**config.mk**
```make
export PLATFORM = sky130hd
export DESIGN_NAME = im_loader_flat
export DESIGN_NICKNAME = d
export VERILOG_FILES = /design/src/rtl/im_loader_if.sv /design/src/rtl/im_loader.sv /design/src/flat_wrapper.sv
export SDC_FILE = /design/constraint.sdc
export NUM_CORES = 1
export LEC_CHECK = 0
export CORE_MARGIN = 5
export CORE_UTILIZATION = 40
export DETAILED_ROUTE_END_ITERATION = 8
export PLACE_DENSITY = 0.65
export SYNTH_ARGS = -nofsm -noshare
export SYNTH_HDL_FRONTEND = slang
export SYNTH_SLANG_ARGS = --single-unit
```
**constraint.sdc**
```tcl
create_clock -name i_clk -period 2.66 [get_ports i_clk]
set_input_delay 0.665 -clock i_clk [delete_from_list [all_inputs] [get_ports i_clk]]
set_output_delay 0.665 -clock i_clk [all_outputs]
set_load 0.01 [all_outputs]
```
**src/rtl/im_loader_if.sv**
```systemverilog
// Loader bus: command/byte-stream inputs, instruction-memory write port and status.
interface im_loader_if;
    logic        start;
    logic        in_valid;
    logic [7:0]  in_data;
    logic        in_ready;
    logic        im_we;
    logic [31:0] im_addr;
    logic [31:0] im_wdata;
    logic        cpu_reset;
    logic        done;
    logic        err;

    // Loader side
    modport slave (
        input  start, in_valid, in_data,
        output in_ready, im_we, im_addr, im_wdata, cpu_reset, done, err
    );

    // Host / stream source side
    modport master (
        output start, in_valid, in_data,
        input  in_ready, im_we, im_addr, im_wdata, cpu_reset, done, err
    );
endinterface

```
**src/rtl/im_loader.sv**
```systemverilog
// Instruction-memory image loader: takes a word count N followed by 4*N
// big-endian bytes and writes them as words from BASE_ADDR up. The CPU is
// held in reset until the whole image has been written.
module im_loader #(
    parameter int          DEPTH     = 32,
    parameter logic [31:0] BASE_ADDR = 32'h0000_3000
) (
    input  logic         i_clk,
    input  logic         i_reset,
    im_loader_if.slave   bus
);

    typedef enum logic [2:0] {
        S_IDLE, S_LEN, S_BYTES, S_WRITE, S_DONE, S_ERR
    } state_t;

    state_t      r_state;
    logic [7:0]  r_n;
    logic [7:0]  r_idx;
    logic [1:0]  r_bcnt;
    logic [23:0] r_word;      // first three bytes of the word being assembled
    logic        r_in_ready;
    logic        r_im_we;
    logic [31:0] r_im_addr;
    logic [31:0] r_im_wdata;
    logic        r_cpu_reset;
    logic        r_done;
    logic        r_err;

    logic        w_take;
    logic        w_len_bad;

    assign w_take    = bus.in_valid && r_in_ready;
    assign w_len_bad = (bus.in_data == 8'd0) || ({1'b0, bus.in_data} > 9'(DEPTH));

    assign bus.in_ready  = r_in_ready;
    assign bus.im_we     = r_im_we;
    assign bus.im_addr   = r_im_addr;
    assign bus.im_wdata  = r_im_wdata;
    assign bus.cpu_reset = r_cpu_reset;
    assign bus.done      = r_done;
    assign bus.err       = r_err;

    // Load FSM; every output is registered and set on entry to the state that owns it.
    always_ff @(posedge i_clk) begin
        if (i_reset) begin
            r_state     <= S_IDLE;
            r_n         <= '0;
            r_idx       <= '0;
            r_bcnt      <= '0;
            r_word      <= '0;
            r_in_ready  <= 1'b0;
            r_im_we     <= 1'b0;
            r_im_addr   <= BASE_ADDR;
            r_im_wdata  <= '0;
            r_cpu_reset <= 1'b1;
            r_done      <= 1'b0;
            r_err       <= 1'b0;
        end else begin
            case (r_state)
                S_IDLE, S_DONE, S_ERR: begin
                    if (bus.start) begin
                        r_state     <= S_LEN;
                        r_in_ready  <= 1'b1;
                        r_cpu_reset <= 1'b1;
                        r_done      <= 1'b0;
                        r_err       <= 1'b0;
                    end
                end
                S_LEN: begin
                    if (w_take) begin
                        if (w_len_bad) begin
                            r_state    <= S_ERR;
                            r_in_ready <= 1'b0;
                            r_err      <= 1'b1;
                        end else begin
                            r_state <= S_BYTES;
                            r_n     <= bus.in_data;
                            r_idx   <= '0;
                            r_bcnt  <= '0;
                        end
                    end
                end
                S_BYTES: begin
                    if (w_take) begin
                        r_word <= {r_word[15:0], bus.in_data};
                        r_bcnt <= r_bcnt + 2'd1;
                        // Fourth byte: the write happens next cycle with the completed word.
                        if (r_bcnt == 2'd3) begin
                            r_state    <= S_WRITE;
                            r_in_ready <= 1'b0;
                            r_im_we    <= 1'b1;
                            r_im_wdata <= {r_word, bus.in_data};
                            r_im_addr  <= BASE_ADDR + {22'd0, r_idx, 2'b00};
                            r_idx      <= r_idx + 8'd1;
                        end
                    end
                end
                S_WRITE: begin
                    r_im_we <= 1'b0;
                    r_bcnt  <= '0;
                    if (r_idx == r_n) begin
                        r_state     <= S_DONE;
                        r_done      <= 1'b1;
                        r_cpu_reset <= 1'b0;
                    end else begin
                        r_state    <= S_BYTES;
                        r_in_ready <= 1'b1;
                    end
                end
                default: r_state <= S_IDLE;
            endcase
        end
    end

endmodule

```
**src/flat_wrapper.sv**
```systemverilog
// flat-port wrapper written by rule: the top's interface ports become plain ports
module im_loader_flat 
#(
    parameter int          DEPTH     = 32,
    parameter logic [31:0] BASE_ADDR = 32'h0000_3000
)
  (i_clk, i_reset, bus_start, bus_in_valid, bus_in_data, bus_in_ready, bus_im_we, bus_im_addr, bus_im_wdata, bus_cpu_reset, bus_done, bus_err);
  im_loader_if bus_i ();
  input  logic i_clk;
  input  logic i_reset;
  input wire logic [$bits(bus_i.start)-1:0] bus_start;
  input wire logic [$bits(bus_i.in_valid)-1:0] bus_in_valid;
  input wire logic [$bits(bus_i.in_data)-1:0] bus_in_data;
  output wire logic [$bits(bus_i.in_ready)-1:0] bus_in_ready;
  output wire logic [$bits(bus_i.im_we)-1:0] bus_im_we;
  output wire logic [$bits(bus_i.im_addr)-1:0] bus_im_addr;
  output wire logic [$bits(bus_i.im_wdata)-1:0] bus_im_wdata;
  output wire logic [$bits(bus_i.cpu_reset)-1:0] bus_cpu_reset;
  output wire logic [$bits(bus_i.done)-1:0] bus_done;
  output wire logic [$bits(bus_i.err)-1:0] bus_err;
  assign bus_i.start = bus_start;
  assign bus_i.in_valid = bus_in_valid;
  assign bus_i.in_data = bus_in_data;
  assign bus_in_ready = bus_i.in_ready;
  assign bus_im_we = bus_i.im_we;
  assign bus_im_addr = bus_i.im_addr;
  assign bus_im_wdata = bus_i.im_wdata;
  assign bus_cpu_reset = bus_i.cpu_reset;
  assign bus_done = bus_i.done;
  assign bus_err = bus_i.err;
  im_loader #(.DEPTH(DEPTH), .BASE_ADDR(BASE_ADDR)) u_core (.i_clk(i_clk), .i_reset(i_reset), .bus(bus_i));
endmodule
```
== After elaboration in Yosys (flattened, before gate mapping) ==
Index checks and enable logic that the tools add are counted.
W data, S select, Z words.
Word-level totals
  memories: 0
  bits in latches: 0
  flip-flop bits (word level): 114
  RAM bits: 0
  bits of input ports: 12
  bits in read-only memories: 0
Operators by class
  order comparisons: 1
  equality and inequality tests: 15
  shift-type cells: 0
  muxes and demuxes: 34
  divide/modulo/power cells: 0
  $add $sub $neg: 3
  multiply operators: 0
  bitwise gates (word level): 1
  reduce and logical (&&, ||, !) cells: 21
Operators by type and width (number)
  $mux W8: 4
  $mux W3: 6
  $pmux W8 S2: 1
  $add A14 B10 Y15 const A: 1
  $mux W1: 13
  $pmux W3 S4: 1
  $reduce_and A3 Y1: 4
  $reduce_and A4 Y1: 3
  $ne A2 B1 Y1 const B: 5
  $add A8 B1 Y8 const B: 1
  $eq A8 B8 Y1: 1
  $gt A8 B6 Y1 const B: 1
  $logic_not A8 Y1: 1
  $pmux W1 S2: 4
  $reduce_bool A2 Y1: 4
  $reduce_and A7 Y1: 1
  $eq A3 B2 Y1 const B: 2
  $eq A3 B3 Y1 const B: 2
  $mux W2: 3
  $ne A2 B2 Y1 const B: 3
  $pmux W2 S3: 1
  $reduce_and A5 Y1: 1
  $pmux W1 S4: 1
  $reduce_bool A4 Y1: 1
  other kinds (10): 10

== Longest topological paths before layout ==
Gate-level depths: netlist (run 1).
  word-level depth: 5
  depth in mapped cells: 9
  gate-level depth less buffers: 6

== Worst setup path before layout (run 1) ==
OpenSTA, ideal clock, no wires.
  path kind: input -> register
  start: input bus_in_data[1]
  end: register u_core.r_n[0]
  path slack: 0.542 ns
  setup time: 0.132 ns
  arrival time: 1.986 ns
  cell stages on the path: 6
  cells stage by stage: or4_4 > or3_4 > and4_1 > buf_6 > nand2_1 > a21oi_1
On the way
  word-level cells in the longest chain between the ends: 4
  elaborated cells on any way between the ends: 5
Ends and longest elaborated chain
  start: declaration: RTL line flat_wrapper.sv:13  | input wire logic [$bits(bus_i.in_data)-1:0] bus_in_data;
  $gt A8 B6 Y1 / $logic_not A8 Y1 (equally long branches): RTL line im_loader.sv:34  | assign w_len_bad = (bus.in_data == 8'd0) || ({1'b0, bus.in_data} > 9'(DEPTH));
  $logic_or A1 B1 Y1 *: RTL line im_loader.sv:34
  $not A1 Y1 (no line) *
  $reduce_and A3 Y1 (no line) *
  end signal: assignment: RTL line im_loader.sv:78  | r_n <= bus.in_data;
  end: declaration: RTL line im_loader.sv:18  | logic [7:0] r_n;
Mark *: on every way between the ends. The rest lies on a longest branch, timed or not.
A chain may end at the register's enable or synchronous reset.

== Worst setup path in the final report (run 1) ==
  start: input bus_in_data[1]
  end: register u_core.r_idx[3]
On the way
  word-level cells in the longest chain between the ends: 4
  elaborated cells on any way between the ends: 5
Ends and longest elaborated chain
  $gt A8 B6 Y1 / $logic_not A8 Y1 (equally long branches): RTL line im_loader.sv:34
  $logic_or A1 B1 Y1 *: RTL line im_loader.sv:34
  $ne A2 B2 Y1 (no line) *
  $reduce_and A5 Y1 (no line) *
  end signal: assignment: RTL line im_loader.sv:95  | r_idx <= r_idx + 8'd1;
  end: declaration: RTL line im_loader.sv:19  | logic [7:0] r_idx;
Marked as above.

==> run_results.csv, run 1 <==
group,metric,value,unit
sta,fin_crit,2270,ps
place,gp_congestion,0.790,
final_layout,area_delta_synth_final,19.6,%
power_and_ir_drop,p_sw,0.613,mW
sta,tightest_slew,623,ps
flow_run,cap_violations,0,
worst_setup_path,rr_startpoint,"u_core.r_state[1]",
place,dp_cells,643,
final_layout,layout-drive-gt1-share,8.70,%
global_route,grt_pass1_wl,14400,um
sta,skew,15.4,ps
floorplanning,dieArea,0.0117,sq mm
power_and_ir_drop,peakVddDrop,0.208,mV
final_layout,diodes,0,
power_and_ir_drop,combPwrFrac,6.4,%
clock_tree,numCtsBuffers,9,
power_and_ir_drop,power.internal,1.76,mW
global_route,grt_max_degree,50,
power_and_ir_drop,leakagePower,1.55,nW
route,drt_iter0_drc,131,
worst_setup_path,cp-start-kind,"input pin",
final_layout,finalNetCount,539,
clock_tree,post_cts_resized,0,
global_route,grt_antenna_before_repair,0,
synthesis,synth.yosys.seq_area_share,46.8,%
clock_tree,clock_path_buffers,2,
power_and_ir_drop,power_frac_seq,57.6,%
global_route,overflow,0,
sta,max_freq,441,MHz
clock_tree,hold_buffers,0,
worst_setup_path,worst_setup_path_end_kind,"register",
worst_setup_path,cp.required,2880,ps
route,drcViolationCount,0,
sta,tns,0,ps
synthesis,postSynthAreaPerCell,8.11,sq um
route,vias_per_cell,4.96,
clock_tree,post_cts_buffers,0,
synthesis,yosys_warnings,0,
worst_hold_path,hold_class,"register to register",
floorplanning,ioPinCount,81,
clock_tree,insertion_delay,360,ps
final_layout,instances_no_fill,658,
power_and_ir_drop,power.density,515,mW/mm^2
route,vias,3261,
floorplanning,rows,35,
synthesis,syn_inst,475,
sta,rsz0062_at_grt,"no",
final_layout,final_cell_mix,"147 x nand2_1, 90 x dfxtp_1, 78 x a21oi_1",
route,firstDrtPassIters,4,
place,dpl.hpwl,6160,um
floorplanning,die_width,108,um
clock_tree,clkTransAtPathRegs,90,ps
worst_setup_path,worst_r2r_endpoint,"u_core.bus.im_addr[2]",
sta,final-hold-violation-count,0,
sta,slew_violations,0,
worst_setup_path,arrival,2490,ps
sta,relSlewSlack,58.1,%
floorplanning,initial_core_util,41.3,%
synthesis,synth_seq_cells,90,
worst_setup_path,path_max_fanout,10,
floorplanning,core_area,0.00933,sq mm
global_route,grt_use_total,15.2,%
worst_setup_path,crit_end,"u_core.r_idx[3]",
sta,setup_viol,0,
power_and_ir_drop,clockPowerShare,36.0,%
run_status,status,"completed",
route,ant_nets,0,
synthesis,ys.flop_type,"dfxtp_1",
power_and_ir_drop,p_sw_share,25.9,%
sta,period_share,85.3,%
clock_tree,tritoncts,"done",
synthesis,synth.distinct_cells,50,
route,wl,8700,um
synthesis,synthesis.area,0.00385,sq mm
synthesis,synth_edf_count,0,
worst_setup_path,regToRegSetupSlack,650,ps
clock_tree,clkSinkCount,90,
worst_setup_path,path_class,"input pin to register",
clock_tree,cts-root-buf,"clkbuf_8",
clock_tree,cts_max_level,3,
worst_setup_path,reg2regPathDepth,7,
synthesis,async_reset_ff_share,0,%
worst_setup_path,crit_start,"bus_in_data[1]",
route,wl_per_cell,13.2,um
floorplanning,die-height,108,um
place,numPortBuffers,56,
final_layout,final_common_cell,"nand2_1",
global_route,grt_pass1_vias,3056,
-- final cells by class --
class | count | area (sq um)
inverter | 4 | 15.0
clock inverter | 6 | 52.6
fill | 922 | 4720
clock buffer | 9 | 124
sequential | 90 | 1800
multi-input combinational | 348 | 1750
tap | 129 | 161
timing repair buffer | 72 | 701
-- cells by family after synthesis --
| logic type | Yosys count | synth area share, % |
|---|---|---|
| buffers and inverters | 59 | 9.88 |
| AOI/OAI and AO/OA | 113 | 17.1 |
| xor gates and xnor gates | 8 | 1.82 |
| DFF | 90 | 46.8 |
| and+or+nand+nor | 200 | 23.3 |
| other | 2 | 0.195 |
| muxes | 1 | 0.260 |
| adders and majority gates | 2 | 0.650 |
-- power groups by stage --
stage          Clock [mW]  Sequential (mW)  Combinational [mW]
4_1_cts             0.881             1.36               0.151
2_1_floorplan           0             1.39               0.120
3_3_place_gp            0             1.40               0.149
5_1_grt             0.927             1.37               0.166
6_report            0.854             1.36               0.152
3_5_place_dp            0             1.40               0.150
-- per-stage QoR --
step | util (%) | cell area (sq um) | hold slack [ps] | setup WS (ps) | power [mW]
final | 49.4 | 4610 | 455 | 390 | 2.37
after global routing | 49.4 | 4610 | 484 | 292 | 2.46
after CTS | 49.4 | 4610 | 459 | 394 | 2.40
after detailed placement | 47.5 | 4430 | 447 | 11.6 | 1.55
after global placement | 47.5 | 4430 | 442 | 90.3 | 1.54
after floorplan | - | 3930 | 432 | 542 | 1.51
-- worst min-delay path by stage --
stage                                       start                 endpoint  slack, ps  cells past startpoint
final                     u_core.bus.im_wdata[27]  u_core.bus.im_wdata[27]        460                      2
after global routing      u_core.bus.im_wdata[26]  u_core.bus.im_wdata[26]        480                      2
after CTS                 u_core.bus.im_wdata[27]  u_core.bus.im_wdata[27]        460                      2
after detailed placement  u_core.bus.im_wdata[27]  u_core.bus.im_wdata[27]        450                      2
after global placement          u_core.r_word[17]        u_core.r_word[17]        440                      2
after floorplan                 u_core.r_word[16]  u_core.bus.im_wdata[24]        430                      2
-- routing by layer --
layer	routed length, um	share of wire [%]	global-route usage [%]	up-vias
met4	108	1.2	5.68	0
met2	3890	45	23.4	87
met5	0	0	0	-
met3	491	5.6	3.64	9
met1	4210	48	20.5	1528
li1	-	-	-	1637
-- registers in the layout, indices dropped and copies added (netlist names), 2 cells and up --
name / flops
u_core.bus.im_wdata: 32
u_core.r_n: 8
u_core.r_bcnt: 2
u_core.r_idx: 8
u_core.bus.im_addr: 8
u_core.r_state: 3
u_core.r_word: 24
-- Yosys cell counts (3+ instances only) --
| library cell | count | area [sq um] |
|---|---|---|
| buf_6 | 6 | 67.6 |
| nor4_1 | 4 | 25.0 |
| o32ai_1 | 3 | 26.3 |
| buf_4 | 28 | 210 |
| buf_2 | 7 | 35.0 |
| o21ai_0 | 11 | 55.1 |
| dfxtp_1 | 90 | 1800 |
| nand2b_1 | 8 | 50.1 |
| nor2_1 | 7 | 26.3 |
| a31oi_1 | 3 | 18.8 |
| inv_1 | 4 | 15.0 |
| nand3_1 | 6 | 30.0 |
| nor3_1 | 5 | 25.0 |
| xor2_1 | 8 | 70.1 |
| a311oi_1 | 3 | 26.3 |
| clkbuf_1 | 14 | 52.6 |
| a21oi_1 | 78 | 390 |
| nand2_1 | 147 | 552 |
-- critical path: stages --
cell and delay [ps]:
clkdlybuf4s50_1 430, or4_4 550, o21ai_2 230, nand3_4 180, a21oi_4 300, o32ai_1 120
(Power assumes the default switching activity.)
==> inputs of run 2 (changes only) <==
--- a/config.mk
+++ b/config.mk
@@ -6,9 +6,9 @@
 export NUM_CORES = 1
 export LEC_CHECK = 0
 export CORE_MARGIN = 5
-export CORE_UTILIZATION = 40
+export CORE_UTILIZATION = 45
 export DETAILED_ROUTE_END_ITERATION = 8
-export PLACE_DENSITY = 0.65
+export PLACE_DENSITY = 0.72
 export SYNTH_ARGS = -nofsm -noshare
 export SYNTH_HDL_FRONTEND = slang
 export SYNTH_SLANG_ARGS = --single-unit
==> run 2 against run 1 <==
- first-iteration DRC count is 3.8% lower
- critical path type unchanged
- via count decreased by 0.21%
- clock skew is 4.3 ps lower
- worst hold slack improved by 0.97 ps
- critical endpoint is now u_core.r_n[2]
- sequential power about the same
- design area decreased by 0.57%
- highest routed layer unchanged
- maximum frequency grew 0.86%
==> run_results.csv, run 2 (synthesis results as in run 1) <==
group,metric,value,unit
floorplanning,core_area,0.00826,sq mm
sta,fin_crit,2250,ps
sta,relSlewSlack,46.8,%
route,wl_per_cell,13.2,um
route,firstDrtPassIters,4,
sta,setup_viol,0,
global_route,grt_use_total,16.7,%
sta,max_freq,444,MHz
clock_tree,hold_buffers,0,
worst_setup_path,path_max_fanout,8,
power_and_ir_drop,peakVddDrop,0.354,mV
worst_setup_path,critical_path.max_stage_delay,550,ps
route,drcViolationCount,0,
route,vias,3254,
worst_setup_path,cp_cell_sequence,"clkdlybuf4s50_1, or4_4, or3_4, and4_1, nand2_1, a21oi_1",
sta,slew_violations,0,
sta,rsz0062_at_grt,"no",
final_layout,final_cell_mix,"147 x nand2_1, 90 x dfxtp_1, 78 x a21oi_1",
final_layout,area_delta_synth_final,18.9,%
clock_tree,numCtsBuffers,9,
clock_tree,cts_max_level,3,
worst_setup_path,cpMaxStageDelayCell,"or4_4",
global_route,overflow,0,
floorplanning,rows,33,
clock_tree,insertion_delay,360,ps
final_layout,multi_input_area,0.00175,sq mm
sta,tightest_slew,792,ps
place,gp_congestion,0.819,
route,ant_nets,0,
sta,final-hold-violation-count,0,
sta,skew,11.2,ps
run_status,status,"completed",
clock_tree,clkTransAtPathRegs,90,ps
floorplanning,ioPinCount,81,
flow_run,cap_violations,0,
clock_tree,tritoncts,"done",
route,drt_iter0_drc,126,
worst_hold_path,hold_class,"register to register",
worst_setup_path,path_class,"input pin to register",
global_route,grt_pass1_vias,2955,
place,dpl.hpwl,5840,um
final_layout,diodes,0,
worst_setup_path,cp-start-kind,"input pin",
sta,period_share,84.6,%
floorplanning,initial_core_util,46.6,%
clock_tree,cts-root-buf,"clkbuf_8",
power_and_ir_drop,power.density,531,mW/mm^2
worst_setup_path,worst_setup_path_end_kind,"register",
clock_tree,post_cts_resized,0,
route,wl,8370,um
floorplanning,dieArea,0.0105,sq mm
route,vias_per_cell,5.12,
power_and_ir_drop,power,2.43,mW
final_layout,fillers,796,
global_route,grt_max_degree,41,
global_route,grt_pass1_wl,13900,um
final_layout,finalNetCount,539,
clock_tree,clock_path_buffers,2,
power_and_ir_drop,leakagePower,1.56,nW
place,numPortBuffers,56,
clock_tree,post_cts_buffers,0,
final_layout,layout-drive-gt1-share,8.68,%
worst_setup_path,arrival,2480,ps
clock_tree,clkSinkCount,90,
global_route,grt_antenna_before_repair,0,
sta,tns,0,ps
final_layout,final_common_cell,"nand2_1",
final_layout,ff_latch_area,0.00180,sq mm
floorplanning,die_width,103,um
final_layout,largest_register_ffs,32,
floorplanning,die-height,103,um
worst_setup_path,cp.required,2890,ps
-- run 2: metal layers --
metal  GRT usage [%]  vias up  wire length, um
met5               0        -                0
met4            8.07        0              172
met3            2.64       14              518
met2            25.6       98             3720
met1            22.9     1495             3960
li1                -     1647                -
-- run 2: metrics by stage --
step | cells | instance area (sq um) | utilization, % | setup slack [ps] | hold WS (ps)
after floorplan | 497 | 3930 | - | 542 | 432
after global placement | 619 | 4390 | 53.1 | 76.0 | 442
after detailed placement | 619 | 4390 | 53.1 | 47.8 | 446
after CTS | 635 | 4580 | 55.5 | 428 | 462
after global routing | 635 | 4580 | 55.5 | 274 | 473
final | 635 | 4580 | 55.5 | 410 | 456
-- run 2: final cells by class --
| class | count | share of cell area [%] |
|---|---|---|
| Tap cell | 105 | 2.87 |
| Clock inverter | 6 | 1.42 |
| Timing Repair Buffer | 72 | 15.0 |
| Clock buffer | 10 | 2.79 |
| Sequential cell | 90 | 39.3 |
| Inverter | 4 | 0.328 |
| Multi-Input combinational cell | 348 | 38.2 |
-- run 2: path summary, 6_finish.rpt --
path                      startpoint                 endpoint  slack [ps]  cells after the start
max                   bus_in_data[1]            u_core.r_n[2]         410                      6
min          u_core.bus.im_wdata[23]  u_core.bus.im_wdata[23]         460                      2
max reg2reg        u_core.r_state[1]          u_core.r_idx[0]         450                      6
min reg2reg  u_core.bus.im_wdata[23]  u_core.bus.im_wdata[23]         460                      2
-- run 2: report_power, final --
group          switching, mW  internal [mW]  total (mW)
Clock                  0.481          0.436       0.918
Combinational         0.0934         0.0563       0.150
Sequential            0.0110           1.35        1.36
Total                  0.586           1.85        2.43
-- run 2: worst max-delay path, delay by kind of cell --
family | cells | cell delay [ps]
buf+inv | 1 | 420
compound gates | 1 | 60
simple gates | 4 | 1340
